[config.mk]
export PLATFORM = sky130hd
export DESIGN_NAME = cacheline_adapter
export DESIGN_NICKNAME = d
export VERILOG_FILES = /design/src/rtl/cacheline_adapter_pkg.sv /design/src/rtl/cacheline_adapter.sv
export SDC_FILE = /design/constraint.sdc
export NUM_CORES = 1
export LEC_CHECK = 0
export CORE_AREA = 3 3 288 290
export CTS_CLUSTER_SIZE = 30
export DETAILED_ROUTE_END_ITERATION = 8
export DIE_AREA = 0 0 291 293
export PLACE_DENSITY = 0.6
export SYNTH_ARGS = -nofsm -noshare
export SYNTH_HDL_FRONTEND = slang
export SYNTH_SLANG_ARGS = --single-unit
[constraint.sdc]
create_clock -name clk -period 7.2 [get_ports clk]
set_clock_uncertainty 0.2 [all_clocks]
set_input_delay 1.8 -clock clk [delete_from_list [all_inputs] [get_ports clk]]
set_output_delay 1.8 -clock clk [all_outputs]
set_load 0.005 [all_outputs]
[src/rtl/cacheline_adapter_pkg.sv]
// Shared types and constants for the cache-line to memory-burst adapter.
package cacheline_adapter_pkg;

    localparam int LINE_W           = 256;
    localparam int BEAT_W           = 64;
    localparam int BEATS            = 4;
    localparam int LINE_OFFSET_BITS = 5;

    typedef enum logic [2:0] {
        IDLE,
        RD_REQ,
        RD_DATA,
        WR_DATA,
        RESP
    } adapter_state_t;

    // Clear the byte-in-line offset so bursts always start on a line boundary.
    function automatic logic [31:0] line_base(input logic [31:0] addr);
        return addr & ~((32'd1 << LINE_OFFSET_BITS) - 32'd1);
    endfunction

endpackage

[src/rtl/cacheline_adapter.sv]
// Turns single-line cache reads/writes into 4-beat 64-bit bursts on the
// banked-memory port and returns a one-cycle completion pulse to the cache.
module cacheline_adapter
    import cacheline_adapter_pkg::*;
(
    input  logic                clk,
    input  logic                rst,

    input  logic [31:0]         dfp_addr,
    input  logic                dfp_read,
    input  logic                dfp_write,
    input  logic [LINE_W-1:0]   dfp_wdata,
    output logic [LINE_W-1:0]   dfp_rdata,
    output logic                dfp_resp,

    output logic [31:0]         bmem_addr,
    output logic                bmem_read,
    output logic                bmem_write,
    output logic [BEAT_W-1:0]   bmem_wdata,
    input  logic                bmem_ready,
    input  logic [31:0]         bmem_raddr,
    input  logic [BEAT_W-1:0]   bmem_rdata,
    input  logic                bmem_rvalid
);

    adapter_state_t    state, next;
    logic [1:0]        beat;
    logic [31:0]       addr_q;
    logic [LINE_W-1:0] line_q;
    logic              beat_hit;
    logic              wr_acc;

    assign beat_hit = (state == RD_DATA) && bmem_rvalid && (bmem_raddr == addr_q);
    assign wr_acc   = (state == WR_DATA) && bmem_ready;

    always_ff @(posedge clk) begin
        if (rst) state <= IDLE;
        else     state <= next;
    end

    always_comb begin
        next = state;
        case (state)
            IDLE: begin
                if (dfp_write)     next = WR_DATA;
                else if (dfp_read) next = RD_REQ;
            end
            RD_REQ:  if (bmem_ready)                 next = RD_DATA;
            RD_DATA: if (beat_hit && beat == 2'd3)   next = RESP;
            WR_DATA: if (wr_acc && beat == 2'd3)     next = RESP;
            RESP:    next = IDLE;
            default: next = IDLE;
        endcase
    end

    always_comb begin
        bmem_read  = 1'b0;
        bmem_write = 1'b0;
        bmem_addr  = '0;
        bmem_wdata = '0;
        dfp_resp   = 1'b0;
        case (state)
            RD_REQ: begin
                bmem_read = 1'b1;
                bmem_addr = addr_q;
            end
            WR_DATA: begin
                bmem_write = 1'b1;
                bmem_addr  = addr_q;
                bmem_wdata = line_q[beat*BEAT_W +: BEAT_W];
            end
            RESP:    dfp_resp = 1'b1;
            default: ;
        endcase
    end

    // line_q doubles as write staging and read assembly; dfp_rdata only updates
    // when a read completes so it holds steady across writes and partial reads.
    always_ff @(posedge clk) begin
        if (rst) begin
            beat      <= '0;
            addr_q    <= '0;
            line_q    <= '0;
            dfp_rdata <= '0;
        end else begin
            case (state)
                IDLE: begin
                    beat <= '0;
                    if (dfp_write) begin
                        addr_q <= line_base(dfp_addr);
                        line_q <= dfp_wdata;
                    end else if (dfp_read) begin
                        addr_q <= line_base(dfp_addr);
                    end
                end
                RD_DATA: begin
                    if (beat_hit) begin
                        line_q[beat*BEAT_W +: BEAT_W] <= bmem_rdata;
                        beat <= beat + 2'd1;
                        if (beat == 2'd3)
                            dfp_rdata <= {bmem_rdata, line_q[LINE_W-BEAT_W-1:0]};
                    end
                end
                WR_DATA: if (bmem_ready) beat <= beat + 2'd1;
                default: ;
            endcase
        end
    end

endmodule

### Word-level counts from Yosys, hierarchy flattened

Index checks and enable logic that the tools add are counted.

* $add $sub $neg: 2
* eq/ne operators: 13
* shifts and indexed selects: 3
* mux-type cells: 20
* reduce and logical (&&, ||, !) cells: 15

Operators by type and width (number)
* 2-to-1 mux 256 bit: 2
* case mux 256 bit (2 select lines): 1
* bitwise mux 256 bit: 1
* variable shift 64 x 34 -> 256 bit (first input constant): 1
* variable part select 256 x 9 -> 64 bit: 1
* variable part select 64 x 34 -> 256 bit: 1
* 2-to-1 mux 32 bit: 3
* 2-to-1 mux 64 bit: 1
* negator 8 -> 34 bit: 1
* == test 32 bit: 1
* 2-to-1 mux 3 bit: 5
* case mux 3 bit (4 select lines): 1
* AND reduction 3 bit: 3
* != test 2 bit (second input constant): 4
* == test 3 x 2 -> 1 bit (second input constant): 2
* case mux 2 bit (3 select lines): 1
* logical AND 1 bit: 5
* 2-to-1 mux 2 bit: 2
* != test 2 x 1 -> 1 bit (second input constant): 2
* AND reduction 4 bit: 1
* nonzero test 2 bit: 2
* == test 3 x 1 -> 1 bit (second input constant): 1
* == test 3 bit (second input constant): 1
* zero test 3 bit: 1
* 7 further kinds: 9

* register bits after elaboration: 549
* bits of input ports: 390

### Longest topological paths before layout

* depth in word-level cells: 6
* depth in mapped cells: 11
* mapped depth without buffers: 7

### Least setup slack after synthesis

OpenSTA, ideal clock, no wires.

* path type: reg2out
* start point: reg beat[0]
* end point: out bmem_wdata[14]
* arrival: 2.009 ns
* required time: 5.200 ns
* slack: 3.191 ns
* cell stages (with the launch flop): 6
* buffers on the path: 3
* cells stage by stage: dfxtp_1 -> clkbuf_1 -> buf_1 -> buf_2 -> mux4_2 -> and3_1

* cells in the longest elaborated chain, start to end: 2

Ends and longest elaborated chain
* start: declaration: RTL line cacheline_adapter.sv:27 `logic [1:0] beat;`
* start signal: assignment: RTL line cacheline_adapter.sv:99 `beat <= beat + 2'd1;`
* start signal: assignment: RTL line cacheline_adapter.sv:104 `WR_DATA: if (bmem_ready) beat <= beat + 2'd1;`
* variable part select 256 x 9 -> 64 bit: RTL line cacheline_adapter.sv:70 `bmem_wdata = line_q[beat*BEAT_W +: BEAT_W];`
* 2-to-1 mux 64 bit: RTL line cacheline_adapter.sv:62 `case (state)`
* end: declaration: RTL line cacheline_adapter.sv:19 `output logic [BEAT_W-1:0] bmem_wdata,`

Every way passes these cells.

### Worst setup path after layout

* start point: reg state[0]
* end point: out bmem_wdata[51]

* cells in the longest elaborated chain, start to end: 2

Ends and longest elaborated chain
* start: declaration: RTL line cacheline_adapter.sv:26 `adapter_state_t state, next;`
* start signal: assignment: RTL line cacheline_adapter.sv:38 `else state <= next;`
* == test 3 x 2 -> 1 bit: RTL line cacheline_adapter.sv:62
* 2-to-1 mux 64 bit: RTL line cacheline_adapter.sv:62

Every way passes these cells.

==> flow_summary.yaml <==
finish:
  syn_to_final_growth_pct: 42.6
  finalNonFillerCells: 4531
  fin_nets: 3808
  stdcell_area_um2: 34400
  fin_util: 0.427
  layout-drive-gt1-share: 0.0685
  fillers: 8063
sta:
  slew_viol_final: 0
  final.period_utilization: 0.754
  hold_violations: 0
  slew_headroom: 0.164
  setup_ws_ps: 1770
  rsz0062_at_grt: "no"
  hold_ws_ps: 248
  worst_pin_slew_ps: 1250
  fin_crit_ps: 5430
  tns_ps: 0
  max_freq_mhz: 184
  finalSetupViolCount: 0
placement:
  dpl_cell_area_um2: 32200
  io_buffer_count: 734
  gp_congestion: 0.864
  dpl.cell_count: 4405
  place_hpwl_mm: 72.6
  post-place-ws_ps: 1570
logic_synthesis:
  seq_area_frac_synth: 0.451
  syn_avg_cell_area_um2: 8.43
  synth_top_family_by_area: "compound AO/OA/AOI/OAI gates"
  synth_edf_count: 0
  synth_xor_area_frac: 0.00980
  ys_warn_count: 0
  synthSimpleGateAreaFrac: 0.176
  synth_fa_ha_area_frac: 0.00259
  synthMuxAreaShare: 0.0597
  synth_compound_area_frac: 0.246
  synth_ff_type: "dfxtp_1"
  syn_area_um2: 24100
  async_flop_share: 0
  synth_seq_cells: 544
  yosysUniqueCellTypes: 42
  synthCells: 2863
setup_path:
  critPathTopFamily: "simple AND/OR/NAND/NOR gates"
  cp-end-kind: "output port"
  critical_path_class: "flop to output port"
  critPathLaunch: "state[0]"
  required_ps: 5200
  cp_max_fo: 59
  slowest_delay_ps: 840
  startpoint_type: "flop"
  slowest_stage: "nor2b_4"
  cp_cell_sequence: "nor2b_4, buf_12, and3_1, clkdlybuf4s50_1"
  crit_buf_inv: 2
  crit-reg2reg-launch: "state[1]"
  critPathArrivalTime_ps: 3430
clock_tree:
  cts_buffers: 66
  ctsResizeCount: 0
  post-cts-setup-buffers: 0
  tritoncts: "done"
  hold_buffers: 0
  h-tree-depth: 3
  cts.clk_slew.worst_paths_ps: 60
  cts_sinks: 544
  cts_root_buf: "clkbuf_16"
  cts_buffer_depth: 3
  clock_latency_ps: 600
route:
  drcViolationCount: 0
  vias_per_cell: 5.52
  vias: 25000
  wl_mm: 115
  post_drt_wl_per_cell_um: 25.4
  ant_nets: 0
  first_pass_iters: 6
  drt_iter0_markers: 2398
floorplan:
  io_pins: 745
  coreArea_um2: 80500
  dieArea_um2: 85300
  die_h_um: 293
  die_w_um: 291
  num_rows: 104
  initial_core_util: 0.300
hold_path:
  hold_start: "dfp_rdata[187]"
  hold_path.class: "flop to flop"
status:
  status: "finished, final reports clean"
run:
  maxCapViolations: 0
grt:
  track_usage: 0.256
  grt_util_met2: 0.424
  grt_pass1_vias: 24600
  gr-total-overflow: 0
  grt_max_degree: 199
  antenna_found_initial: 23
  grt-busiest-layer: "met2"
  gr-usage-met3: 0.0717
  grt_use_met1: 0.314
  grt_first_pass_wirelength_mm: 166
power:
  p_leak_nw: 11.5
  finalPower_mw: 8.37
  cellPowerDensity_nw_per_um2: 243
  ir_worst_vdd_mv: 0.139
## per-layer routing
layer,vias up,share of wire
li1,11400,-
met1,12200,0.40
met2,1211,0.47
met3,257,0.088
met4,18,0.040
met5,-,0.00098
## final timing paths
check	endpoint	slack (ps)	cells after the start
min	dfp_rdata[187]	250	2
min reg2reg	dfp_rdata[187]	250	2
max reg2reg	line_q[12]	2580	8
max	bmem_wdata[51]	1770	4
## cell usage after synthesis, types with 30 or more instances
cell / instances / area (µm²)
and2_1: 30 / 188
nand2b_1: 67 / 419
nand2_1: 636 / 2390
buf_2: 55 / 275
mux4_2: 64 / 1440
a22oi_1: 254 / 1910
a221oi_1: 63 / 552
a211oi_1: 129 / 968
nand3_1: 68 / 340
o21ai_0: 68 / 340
nor2_1: 71 / 267
clkbuf_1: 229 / 860
dfxtp_1: 544 / 10900
and3_1: 66 / 413
a21oi_1: 419 / 2100
## report_power, final
group	switching [mW]	internal, mW
clock	1.37	2.02
combinational	0.864	0.651
sequential	0.217	3.25
total	2.45	5.92
## registers in the layout (all words and copies together) (netlist names)
signal and count:
state 3, line_q 256, addr_q 27, beat 2, dfp_rdata 256
## cells in the final DEF, fill, tap and decap left out, types with 13 or more instances in the layout
| cell type | count |
|---|---|
| nand3_1 | 67 |
| nor2_1 | 71 |
| nand2b_1 | 65 |
| o21ai_0 | 68 |
| clkbuf_1 | 17 |
| mux4_2 | 64 |
| and3_1 | 64 |
| buf_12 | 14 |
| clkdlybuf4s50_1 | 733 |
| xnor2_1 | 27 |
| a22oi_1 | 254 |
| dfxtp_1 | 541 |
| and2_1 | 28 |
| a21oi_1 | 419 |
| a221oi_1 | 63 |
| a211oi_1 | 129 |
| diode_2 | 13 |
| nand2_1 | 634 |
| clkbuf_16 | 68 |
| clkbuf_8 | 13 |
| buf_4 | 37 |
## final cells by class
| cell class | instances | area (µm²) | area share |
|---|---|---|---|
| multi-input cells | 2010 | 12100 | 0.350 |
| clock inverters | 15 | 226 | 0.00658 |
| clock buffers | 98 | 1940 | 0.0565 |
| well taps | 1060 | 1330 | 0.0385 |
| inverters | 6 | 22.5 | 0.000654 |
| flip-flops and latches | 544 | 10900 | 0.317 |
| diodes | 13 | 32.5 | 0.000945 |
| repair buffers | 785 | 7910 | 0.230 |
## worst min-delay path, cell delays in order (launching register included)
cell and delay, ps:
dfxtp_1 300, nand2_1 50, a21oi_1 50
## logic make-up (layout without fill, tap and decap cells)
group / Yosys count / after routing
adder cells (fa/ha/maj): 5 / 5
other: 1 / 18
XOR/XNOR: 27 / 27
AND/OR/NAND/NOR: 967 / 967
multiplexers: 64 / 64
buffers and inverters: 313 / 904
flip-flops: 544 / 544
AO/OA/AOI/OAI: 942 / 942
(Power assumes the default switching activity.)
